===== src/rtl/mips_mem_stage_if.sv =====
// -----------------------------------------------------------------------------
// mips_mem_stage_if
// Data-memory request/ready bus between the MEM stage and the data memory.
//   dmem_req    stage -> mem   request valid
//   dmem_we     stage -> mem   1 = write, 0 = read
//   dmem_addr   stage -> mem   byte address, held until the next request
//   dmem_wdata  stage -> mem   store data, held until the next request
//   dmem_ready  mem -> stage   memory completes the request this cycle
//   dmem_rdata  mem -> stage   read data, valid with dmem_req & dmem_ready & !dmem_we
// Modports: master = MEM stage, slave = data memory.
// -----------------------------------------------------------------------------
interface mips_mem_stage_if;
  logic        dmem_req;
  logic        dmem_we;
  logic [31:0] dmem_addr;
  logic [31:0] dmem_wdata;
  logic        dmem_ready;
  logic [31:0] dmem_rdata;

  modport master (
    output dmem_req, dmem_we, dmem_addr, dmem_wdata,
    input  dmem_ready, dmem_rdata
  );

  modport slave (
    input  dmem_req, dmem_we, dmem_addr, dmem_wdata,
    output dmem_ready, dmem_rdata
  );
endinterface


===== src/rtl/mips_mem_stage.sv =====
// -----------------------------------------------------------------------------
// mips_mem_stage
// MEM stage plus MEM/WB pipeline register of a 5-stage MIPS pipeline. Loads and
// stores are run against a variable-latency data memory over a req/ready bus;
// the upstream pipeline is frozen (StallMEM) while an access is outstanding.
//
// Parameters: TIMEOUT  REQ cycles waited for dmem_ready before aborting (>=1)
//             CNT_W    timeout counter width, 2**CNT_W > TIMEOUT
// Ports:
//   CLK, RST_N              clock (rising edge), async active-low reset
//   MemReadMEM/MemwriteMEM  load / store in MEM (both set = store)
//   MemtoregMEM,RegWriteMEM WB control from EX/MEM
//   ALUResultMEM            address / ALU result
//   ReadData2MEM            store data
//   WriteRegMEM             destination register
//   dmem (master)           data-memory bus, see mips_mem_stage_if
//   StallMEM                freeze PC, IF/ID, ID/EX, EX/MEM this cycle
//   MemErrMEM               sticky access-timeout flag
//   MisalignMEM             sticky misaligned-access flag (MEM_ALIGN_CHECK_EN only)
//   *WB                     MEM/WB register outputs
// Build option: define MEM_ALIGN_CHECK_EN to reject accesses whose
// ALUResultMEM[1:0] != 0 without issuing a memory request.
// -----------------------------------------------------------------------------
module mips_mem_stage #(
  parameter int TIMEOUT = 16,
  parameter int CNT_W   = 5
) (
  input  logic                   CLK,
  input  logic                   RST_N,
  input  logic                   MemReadMEM,
  input  logic                   MemwriteMEM,
  input  logic                   MemtoregMEM,
  input  logic                   RegWriteMEM,
  input  logic [31:0]            ALUResultMEM,
  input  logic [31:0]            ReadData2MEM,
  input  logic [4:0]             WriteRegMEM,
  mips_mem_stage_if.master       dmem,
  output logic                   StallMEM,
  output logic                   MemErrMEM,
`ifdef MEM_ALIGN_CHECK_EN
  output logic                   MisalignMEM,
`endif
  output logic                   MemtoregWB,
  output logic                   RegWriteWB,
  output logic [31:0]            ALUResultWB,
  output logic [31:0]            ReadDataWB,
  output logic [4:0]             WriteRegWB
);

  typedef enum logic [1:0] {
    IDLE = 2'd0,
    REQ  = 2'd1,
    DONE = 2'd2
  } state_t;

  state_t             state;
  logic [CNT_W-1:0]   cnt;
  logic               abortR;     // access ended without a valid result
  logic [31:0]        holdData;   // load data captured on ready, presented in DONE
  logic               reqR;
  logic               weR;
  logic [31:0]        addrR;
  logic [31:0]        wdataR;
  logic               memop;

  assign memop = MemReadMEM | MemwriteMEM;

  // Stall is combinational so the op is frozen in EX/MEM on the very edge it is detected.
  assign StallMEM = ((state == IDLE) && memop) || (state == REQ);

  assign dmem.dmem_req   = reqR;
  assign dmem.dmem_we    = weR;
  assign dmem.dmem_addr  = addrR;
  assign dmem.dmem_wdata = wdataR;

  // Access FSM, data-memory request registers and MEM/WB pipeline register.
  always_ff @(posedge CLK or negedge RST_N) begin
    if (!RST_N) begin
      state       <= IDLE;
      cnt         <= '0;
      abortR      <= 1'b0;
      holdData    <= 32'h0;
      reqR        <= 1'b0;
      weR         <= 1'b0;
      addrR       <= 32'h0;
      wdataR      <= 32'h0;
      MemErrMEM   <= 1'b0;
`ifdef MEM_ALIGN_CHECK_EN
      MisalignMEM <= 1'b0;
`endif
      MemtoregWB  <= 1'b0;
      RegWriteWB  <= 1'b0;
      ALUResultWB <= 32'h0;
      ReadDataWB  <= 32'h0;
      WriteRegWB  <= 5'd0;
    end else begin
      case (state)
        IDLE: begin
          if (memop) begin
            // Bubble into WB while the access is in flight.
            MemtoregWB  <= 1'b0;
            RegWriteWB  <= 1'b0;
            ALUResultWB <= 32'h0;
            ReadDataWB  <= 32'h0;
            WriteRegWB  <= 5'd0;
            holdData    <= 32'h0;
            cnt         <= '0;
`ifdef MEM_ALIGN_CHECK_EN
            if (ALUResultMEM[1:0] != 2'b00) begin
              MisalignMEM <= 1'b1;
              abortR      <= 1'b1;
              state       <= DONE;
            end else begin
              reqR   <= 1'b1;
              weR    <= MemwriteMEM;
              addrR  <= ALUResultMEM;
              wdataR <= ReadData2MEM;
              abortR <= 1'b0;
              state  <= REQ;
            end
`else
            reqR   <= 1'b1;
            weR    <= MemwriteMEM;   // read+write together is a store
            addrR  <= ALUResultMEM;
            wdataR <= ReadData2MEM;
            abortR <= 1'b0;
            state  <= REQ;
`endif
          end else begin
            MemtoregWB  <= MemtoregMEM;
            RegWriteWB  <= RegWriteMEM;
            ALUResultWB <= ALUResultMEM;
            ReadDataWB  <= 32'h0;
            WriteRegWB  <= WriteRegMEM;
          end
        end

        REQ: begin
          MemtoregWB  <= 1'b0;
          RegWriteWB  <= 1'b0;
          ALUResultWB <= 32'h0;
          ReadDataWB  <= 32'h0;
          WriteRegWB  <= 5'd0;
          if (dmem.dmem_ready) begin
            reqR  <= 1'b0;
            if (!weR) begin
              holdData <= dmem.dmem_rdata;
            end else begin
              holdData <= 32'h0;
            end
            state <= DONE;
          end else if (cnt == CNT_W'(TIMEOUT - 1)) begin
            MemErrMEM <= 1'b1;
            reqR      <= 1'b0;
            abortR    <= 1'b1;
            state     <= DONE;
          end else begin
            cnt <= cnt + CNT_W'(1);
          end
        end

        DONE: begin
          // EX/MEM still holds the op (stall was high), so retire it now.
          MemtoregWB  <= MemtoregMEM;
          RegWriteWB  <= RegWriteMEM & ~abortR;
          ALUResultWB <= ALUResultMEM;
          ReadDataWB  <= holdData;
          WriteRegWB  <= WriteRegMEM;
          abortR      <= 1'b0;
          state       <= IDLE;
        end

        default: begin
          reqR  <= 1'b0;
          state <= IDLE;
        end
      endcase
    end
  end

endmodule

===== src/flat_wrapper.sv =====
// flat-port wrapper written by rule: the top's interface ports become plain ports
module mips_mem_stage_flat 
#(
  parameter int TIMEOUT = 16,
  parameter int CNT_W   = 5
)
  (CLK, RST_N, MemReadMEM, MemwriteMEM, MemtoregMEM, RegWriteMEM, ALUResultMEM, ReadData2MEM, WriteRegMEM, StallMEM, MemErrMEM, MemtoregWB, RegWriteWB, ALUResultWB, ReadDataWB, WriteRegWB, dmem_dmem_req, dmem_dmem_we, dmem_dmem_addr, dmem_dmem_wdata, dmem_dmem_ready, dmem_dmem_rdata);
  mips_mem_stage_if dmem_i ();
  input  logic CLK;
  input  logic RST_N;
  input  logic MemReadMEM;
  input  logic MemwriteMEM;
  input  logic MemtoregMEM;
  input  logic RegWriteMEM;
  input  logic [31:0] ALUResultMEM;
  input  logic [31:0] ReadData2MEM;
  input  logic [4:0] WriteRegMEM;
  output logic StallMEM;
  output logic MemErrMEM;
  output logic MemtoregWB;
  output logic RegWriteWB;
  output logic [31:0] ALUResultWB;
  output logic [31:0] ReadDataWB;
  output logic [4:0] WriteRegWB;
  output wire logic [$bits(dmem_i.dmem_req)-1:0] dmem_dmem_req;
  output wire logic [$bits(dmem_i.dmem_we)-1:0] dmem_dmem_we;
  output wire logic [$bits(dmem_i.dmem_addr)-1:0] dmem_dmem_addr;
  output wire logic [$bits(dmem_i.dmem_wdata)-1:0] dmem_dmem_wdata;
  input wire logic [$bits(dmem_i.dmem_ready)-1:0] dmem_dmem_ready;
  input wire logic [$bits(dmem_i.dmem_rdata)-1:0] dmem_dmem_rdata;
  assign dmem_dmem_req = dmem_i.dmem_req;
  assign dmem_dmem_we = dmem_i.dmem_we;
  assign dmem_dmem_addr = dmem_i.dmem_addr;
  assign dmem_dmem_wdata = dmem_i.dmem_wdata;
  assign dmem_i.dmem_ready = dmem_dmem_ready;
  assign dmem_i.dmem_rdata = dmem_dmem_rdata;
  mips_mem_stage #(.TIMEOUT(TIMEOUT), .CNT_W(CNT_W)) u_core (.CLK(CLK), .RST_N(RST_N), .MemReadMEM(MemReadMEM), .MemwriteMEM(MemwriteMEM), .MemtoregMEM(MemtoregMEM), .RegWriteMEM(RegWriteMEM), .ALUResultMEM(ALUResultMEM), .ReadData2MEM(ReadData2MEM), .WriteRegMEM(WriteRegMEM), .dmem(dmem_i), .StallMEM(StallMEM), .MemErrMEM(MemErrMEM), .MemtoregWB(MemtoregWB), .RegWriteWB(RegWriteWB), .ALUResultWB(ALUResultWB), .ReadDataWB(ReadDataWB), .WriteRegWB(WriteRegWB));
endmodule

===== config.mk =====
export PLATFORM = sky130hd
export DESIGN_NAME = mips_mem_stage_flat
export DESIGN_NICKNAME = d
export VERILOG_FILES = /design/src/rtl/mips_mem_stage_if.sv /design/src/rtl/mips_mem_stage.sv /design/src/flat_wrapper.sv
export SDC_FILE = /design/constraint.sdc
export NUM_CORES = 1
export LEC_CHECK = 0
export CORE_ASPECT_RATIO = 0.5
export CORE_MARGIN = 2
export CORE_UTILIZATION = 52
export DETAILED_ROUTE_END_ITERATION = 10
export DONT_BUFFER_PORTS = 1
export PLACE_DENSITY = 0.7
export SLEW_MARGIN = 0
export SYNTH_ARGS = -nofsm -noshare
export SYNTH_HDL_FRONTEND = slang
export SYNTH_SLANG_ARGS = --single-unit
export TNS_END_PERCENT = 100

===== constraint.sdc =====
create_clock -name CLK -period 2.46 [get_ports CLK]
set_clock_uncertainty 0.05 [all_clocks]
set_input_delay 0.246 -clock CLK [delete_from_list [all_inputs] [get_ports CLK]]
set_output_delay 0.246 -clock CLK [all_outputs]
set_load 0.005 [all_outputs]

-- After elaboration in Yosys (flattened, before gate mapping)
Cells that the tools add are included.
- flip-flop bits (word level): 178
- word-level logic and storage cells: 72
- input port bits: 108
- output and inout port bits: 139
- muxes and demuxes: 29
- add/sub/neg operators: 1
- equal/unequal tests: 9
- reduce and logical (&&, ||, !) cells: 14
- bitwise logic cells: 5
- operators by type and width (kind ; count):
    $mux 32 ; 4
    $pmux 32 s2 ; 2
    $pmux 32 s3 ; 1
    $mux 5 ; 4
    $pmux 5 s3 ; 1
    $pmux 1 s3 ; 4
    $pmux 5 s2 ; 1
    $reduce_and 3->1 ; 3
    $mux 1 ; 8
    $ne 2x2->1 const B ; 4
    $reduce_and 4->1 ; 2
    $mux 2 ; 3
    $add 5x1->5 const B ; 1
    $eq 5x4->1 const B ; 1
    $pmux 2 s2 ; 1
    $reduce_and 2->1 ; 2
    $reduce_bool 2->1 ; 2
    $ne 3x3->1 const B ; 1
    $not 1->1 ; 3
    $reduce_bool 3->1 ; 1
    $eq 2x1->1 const B ; 1
    $eq 2x2->1 const B ; 1
    $logic_not 2->1 ; 1
    $ne 2x1->1 const B ; 1
    other kinds (5) ; 5

-- Longest topological paths before layout
- depth after elaboration: 4
- depth in mapped cells: 8
- mapped depth without buffers: 6

-- Worst setup path after synthesis
OpenSTA, ideal clock, no wires.
- path type: register to register
- start point: reg u_core.cnt[0]
- end point: reg u_core.cnt[3]
- period minus slack after synthesis: 1909 ps
- library setup time: 124 ps
- path slack: 551 ps
- required time: 2286 ps
- data arrival time: 1735 ps
- stages on the path, launching flop included: 7
- buffers on the path: 0
- cells stage by stage: dfrtp_1 ha_1 and3_1 ha_1 or2_0 o211a_1 a211o_1
- word-level cells in the longest chain between the ends: 4
- elaborated cells between the ends (all ways): 7
- those cells by class: add/sub: 1; eq/ne: 2; mux: 3; reduce/logical: 1
- RTL lines (what ; line ; RTL):
    start, declared ; mips_mem_stage.sv:57 ; logic [CNT_W-1:0] cnt;
    start signal, assigned ; mips_mem_stage.sv:158 ; cnt <= cnt + CNT_W'(1);
    $add 5x1->5 ; mips_mem_stage.sv:158 ;
    $mux 5 ; mips_mem_stage.sv:152 ; end else if (cnt == CNT_W'(TIMEOUT - 1)) begin
    $mux 5 ; mips_mem_stage.sv:144 ; if (dmem.dmem_ready) begin
    $pmux 5 s2 ; mips_mem_stage.sv:97 ; case (state)
Several ways; a longest one is shown, not always the timed one. The select of a mux whose other input is x is not followed.
A chain may end at the register's enable or synchronous reset.

-- Final worst setup path
Ends and elaborated chain as after synthesis.

==> summary.md <==
| Metric | Value |
|---|---|
| Outcome | finished with violations |
| Failing checks | negative hold slack |
| Worst setup path class | flop to flop |
| Post-DR vias/cell | about 5.5 |
| R2r startpoint | u_core.cnt[0] |
| Worst-margin pin slew | between 0.8 and 0.9 ns |
| Clk pwr share | between 20% and 30% |
| Leakage power | about 0.004 µW |
| Hold Worst Slack | -0.525 ns |
| Antenna violations before repair | 0 |
| I/O Buffers | 0 |
| TritonCTS Sinks | 178 |
| Initial core utilization | around 53% |
| Logic pwr share | between 30 and 40% |
| Later-pin clock latency in the skew report | roughly 0.41 ns |
| CP endpoint kind | flop |
| Inst Count DP | 689 |
| Reg2Reg Setup Slack | between 0.3 and 0.4 ns |
| Htree depth | 4 |
| Worst vdd ir | around 600 µV |
| FFs w/ async S/R, synth | 100% |
| Gpl congestion | around 0.75 |
| Area of the mapped netlist | about 7000 µm² |
| DIE HEIGHT | 86.4 µm |
| RSZ-0062 raised after global routing | false |
| CTS tree | done |
| FP Rows | 30 |
| Die ar. | about 15000 µm² |
| Wirelength per Cell | between 15 and 20 µm |
| DRT antenna net count | 0 |
| Post-CTS Repair Setup Buffers | 0 |
| Worst reg2reg path depth | 6 |
| Fin. max-slew vios | 0 |
| Internal power | roughly 7000 µW |
| Vias in the first global route | roughly 4600 |
| Min cycle time layout | about 2.1 ns |
| FF+latch count, synth | ~180 |
| CTS Hold Bufs | 104 |
| Hold crit path type | input pin to asynchronous set/reset pin |
| # setup viols final | 0 |
| Final cell count without fillers | roughly 800 |
| Synth Flop Type | dfrtp_1 |
| Sw Share | about a third |
| Sequential fraction of the synthesis area | a little over three fifths |
| PwrDens | 1200 nW/µm² |
| CTS resizes | 0 |
| Worst rel slew slack | 40.2% |
| Syn avg cell area | between 10 and 15 µm² |
| Yosys Warn Count | 0 |
| DR pass1 iterations | 6 |
| Worst EP required | between 2 and 3 ns |
| Yosys cell types | 36 |
| GRT Util Overall | around a fifth |
| Max_cap viols | 0 |
| Dpl hpwl | roughly 9500 µm |
| Syn nets | roughly 650 |
| Clock Pin Slew Worst Setup and Hold Paths | around 0.07 ns |
| Max Clock Freq | 481 MHz |
| Pin count of the biggest net entering global routing | between 150 and 200 |
| Commonest non-fill, non-tap cell in the layout | dfrtp_1 |
| Root buf cell | clkbuf_16 |
| Number of flops mapped to enable cells by yosys | 0 |
| Mapped Cells | between 500 and 600 |
| Nets | 751 |
| Fin crit share | a little over four fifths |
| Finished Core Util | about two thirds |
| CTS Buf Count | 17 |
| Die Wd | approximately 170 µm |
| Share of power burned in registers | 45.9% |
| CP max FO | 8 |
| Worst Setup SP | u_core.cnt[0] |
| Overall Power | ~11000 µW |
| Share of cells above drive strength 1 | approximately 17% |
| Setup crit end | u_core.cnt[3] |
| # IOs | between 200 and 250 |
| Net switching power | roughly 3600 µW |
| First-pass GRT wire length | 24400 µm |
| Most frequent cells in the layout | dfrtp_1 (178), dlygate4sd3_1 (104), nand2_1 (70), mux2_2 (64), a22o_1 (42) |
| Core box area | 13400 µm² |
| Residual DRC | 0 |
| Hold Violations, Final | roughly 180 |
| Max clock buf depth | 2 |
| Via count | about 4500 |
| Area growth syn-to-layout | 25.1% |
| Final WL | 15500 µm |
| Grt total ovfl | 0 |
| Sum Neg Setup Slack | 0 ns |
| WP data arrival | approximately 2.3 ns |
| Iter 0 DRT Violations | 281 |
| End of the worst register-to-register path | u_core.cnt[3] |
| CP Launch Type | flop |
| Ant. Diodes | 0 |
## routing by layer
layer	wire, µm	track usage, %
met5	0	0
met3	1060	6.07
met4	133	6.43
met2	7790	36.0
met1	6550	27.0
## cell type report
class / instances / area (µm²)
fillers: 987 / 4570
clock inverters: 12 / 100
clock buffers: 18 / 439
well taps: 176 / 220
repair buffers: 116 / 1180
inverters: 38 / 143
multi-input cells: 285 / 2300
flip-flops and latches: 178 / 4450
## power by group through the flow
stage / registers (µW) / clock network [µW] / logic (µW)
2_1_floorplan: 4620 / 0 / 2550
3_5_place_dp: 4880 / 0 / 3080
3_3_place_gp: 4850 / 0 / 2990
5_1_grt: 4970 / 2680 / 3520
6_report: 4850 / 2490 / 3220
4_1_cts: 4850 / 2540 / 3220
## cell families (layout without fill, tap and decap cells)
kind of cell | after synthesis | after routing | share of synthesized area [%]
flip-flops | 178 | 178 | 63.1
AO/OA/AOI/OAI | 96 | 96 | 11.0
multiplexers | 96 | 96 | 14.7
AND/OR/NAND/NOR | 86 | 86 | 5.21
buffers and inverters | 74 | 184 | 4.76
adder cells (fa/ha/maj) | 7 | 7 | 1.24
## cell usage after synthesis, types with 2 or more instances
| cell | count | share of area [%] |
|---|---|---|
| o21ai_0 | 5 | 0.35 |
| mux2_2 | 64 | 10 |
| buf_1 | 5 | 0.27 |
| buf_4 | 4 | 0.43 |
| nor2_1 | 2 | 0.11 |
| nand2b_1 | 3 | 0.27 |
| buf_6 | 4 | 0.64 |
| clkbuf_1 | 12 | 0.64 |
| a211o_1 | 3 | 0.37 |
| nand2_1 | 70 | 3.7 |
| or3_1 | 2 | 0.18 |
| a22o_1 | 42 | 5.2 |
| inv_1 | 38 | 2.0 |
| dfrtp_1 | 178 | 63 |
| ha_1 | 7 | 1.2 |
| o31ai_1 | 34 | 3.6 |
| a21oi_1 | 3 | 0.21 |
| nor4b_1 | 2 | 0.25 |
| mux2i_1 | 32 | 4.5 |
| buf_2 | 11 | 0.78 |
## how the worst min path moves through the flow
stage / endpoint / slack, ns / from / cells after the start
finish: u_core.dmem.dmem_addr[14] / -0.52 / RST_N / 0
global route: u_core.dmem.dmem_addr[14] / -0.55 / RST_N / 0
CTS: u_core.dmem.dmem_addr[18] / -0.55 / RST_N / 0
detailed placement: u_core.dmem.dmem_addr[18] / -0.1 / RST_N / 0
global placement: u_core.ALUResultWB[23] / -0.1 / RST_N / 0
floorplan: u_core.ALUResultWB[0] / -0.1 / RST_N / 0
## critical path, stage by stage, from the launching register on
cell and delay, ns:
dfrtp_1 0.43, ha_1 0.24, and3_1 0.19, ha_1 0.26, or2_0 0.33, o211a_1 0.26, a211o_1 0.21
## stage by stage
stage | instance area, µm² | setup WS (ns)
after floorplan | 7060 | 0.551
after global placement | 7250 | 0.474
after detailed placement | 7250 | 0.402
after CTS | 8830 | 0.393
after global routing | 8830 | 0.294
final | 8830 | 0.379
## sequential cells by signal, indices dropped and copies added (netlist names), 2 cells and up
name and count:
u_core.cnt 5, u_core.ReadDataWB 32, u_core.holdData 32, u_core.dmem.dmem_wdata 32, u_core.ALUResultWB 32, u_core.WriteRegWB 5
u_core.dmem.dmem_addr 32, u_core.state 2
No activity file was read; power rests on OpenSTA's default activity.
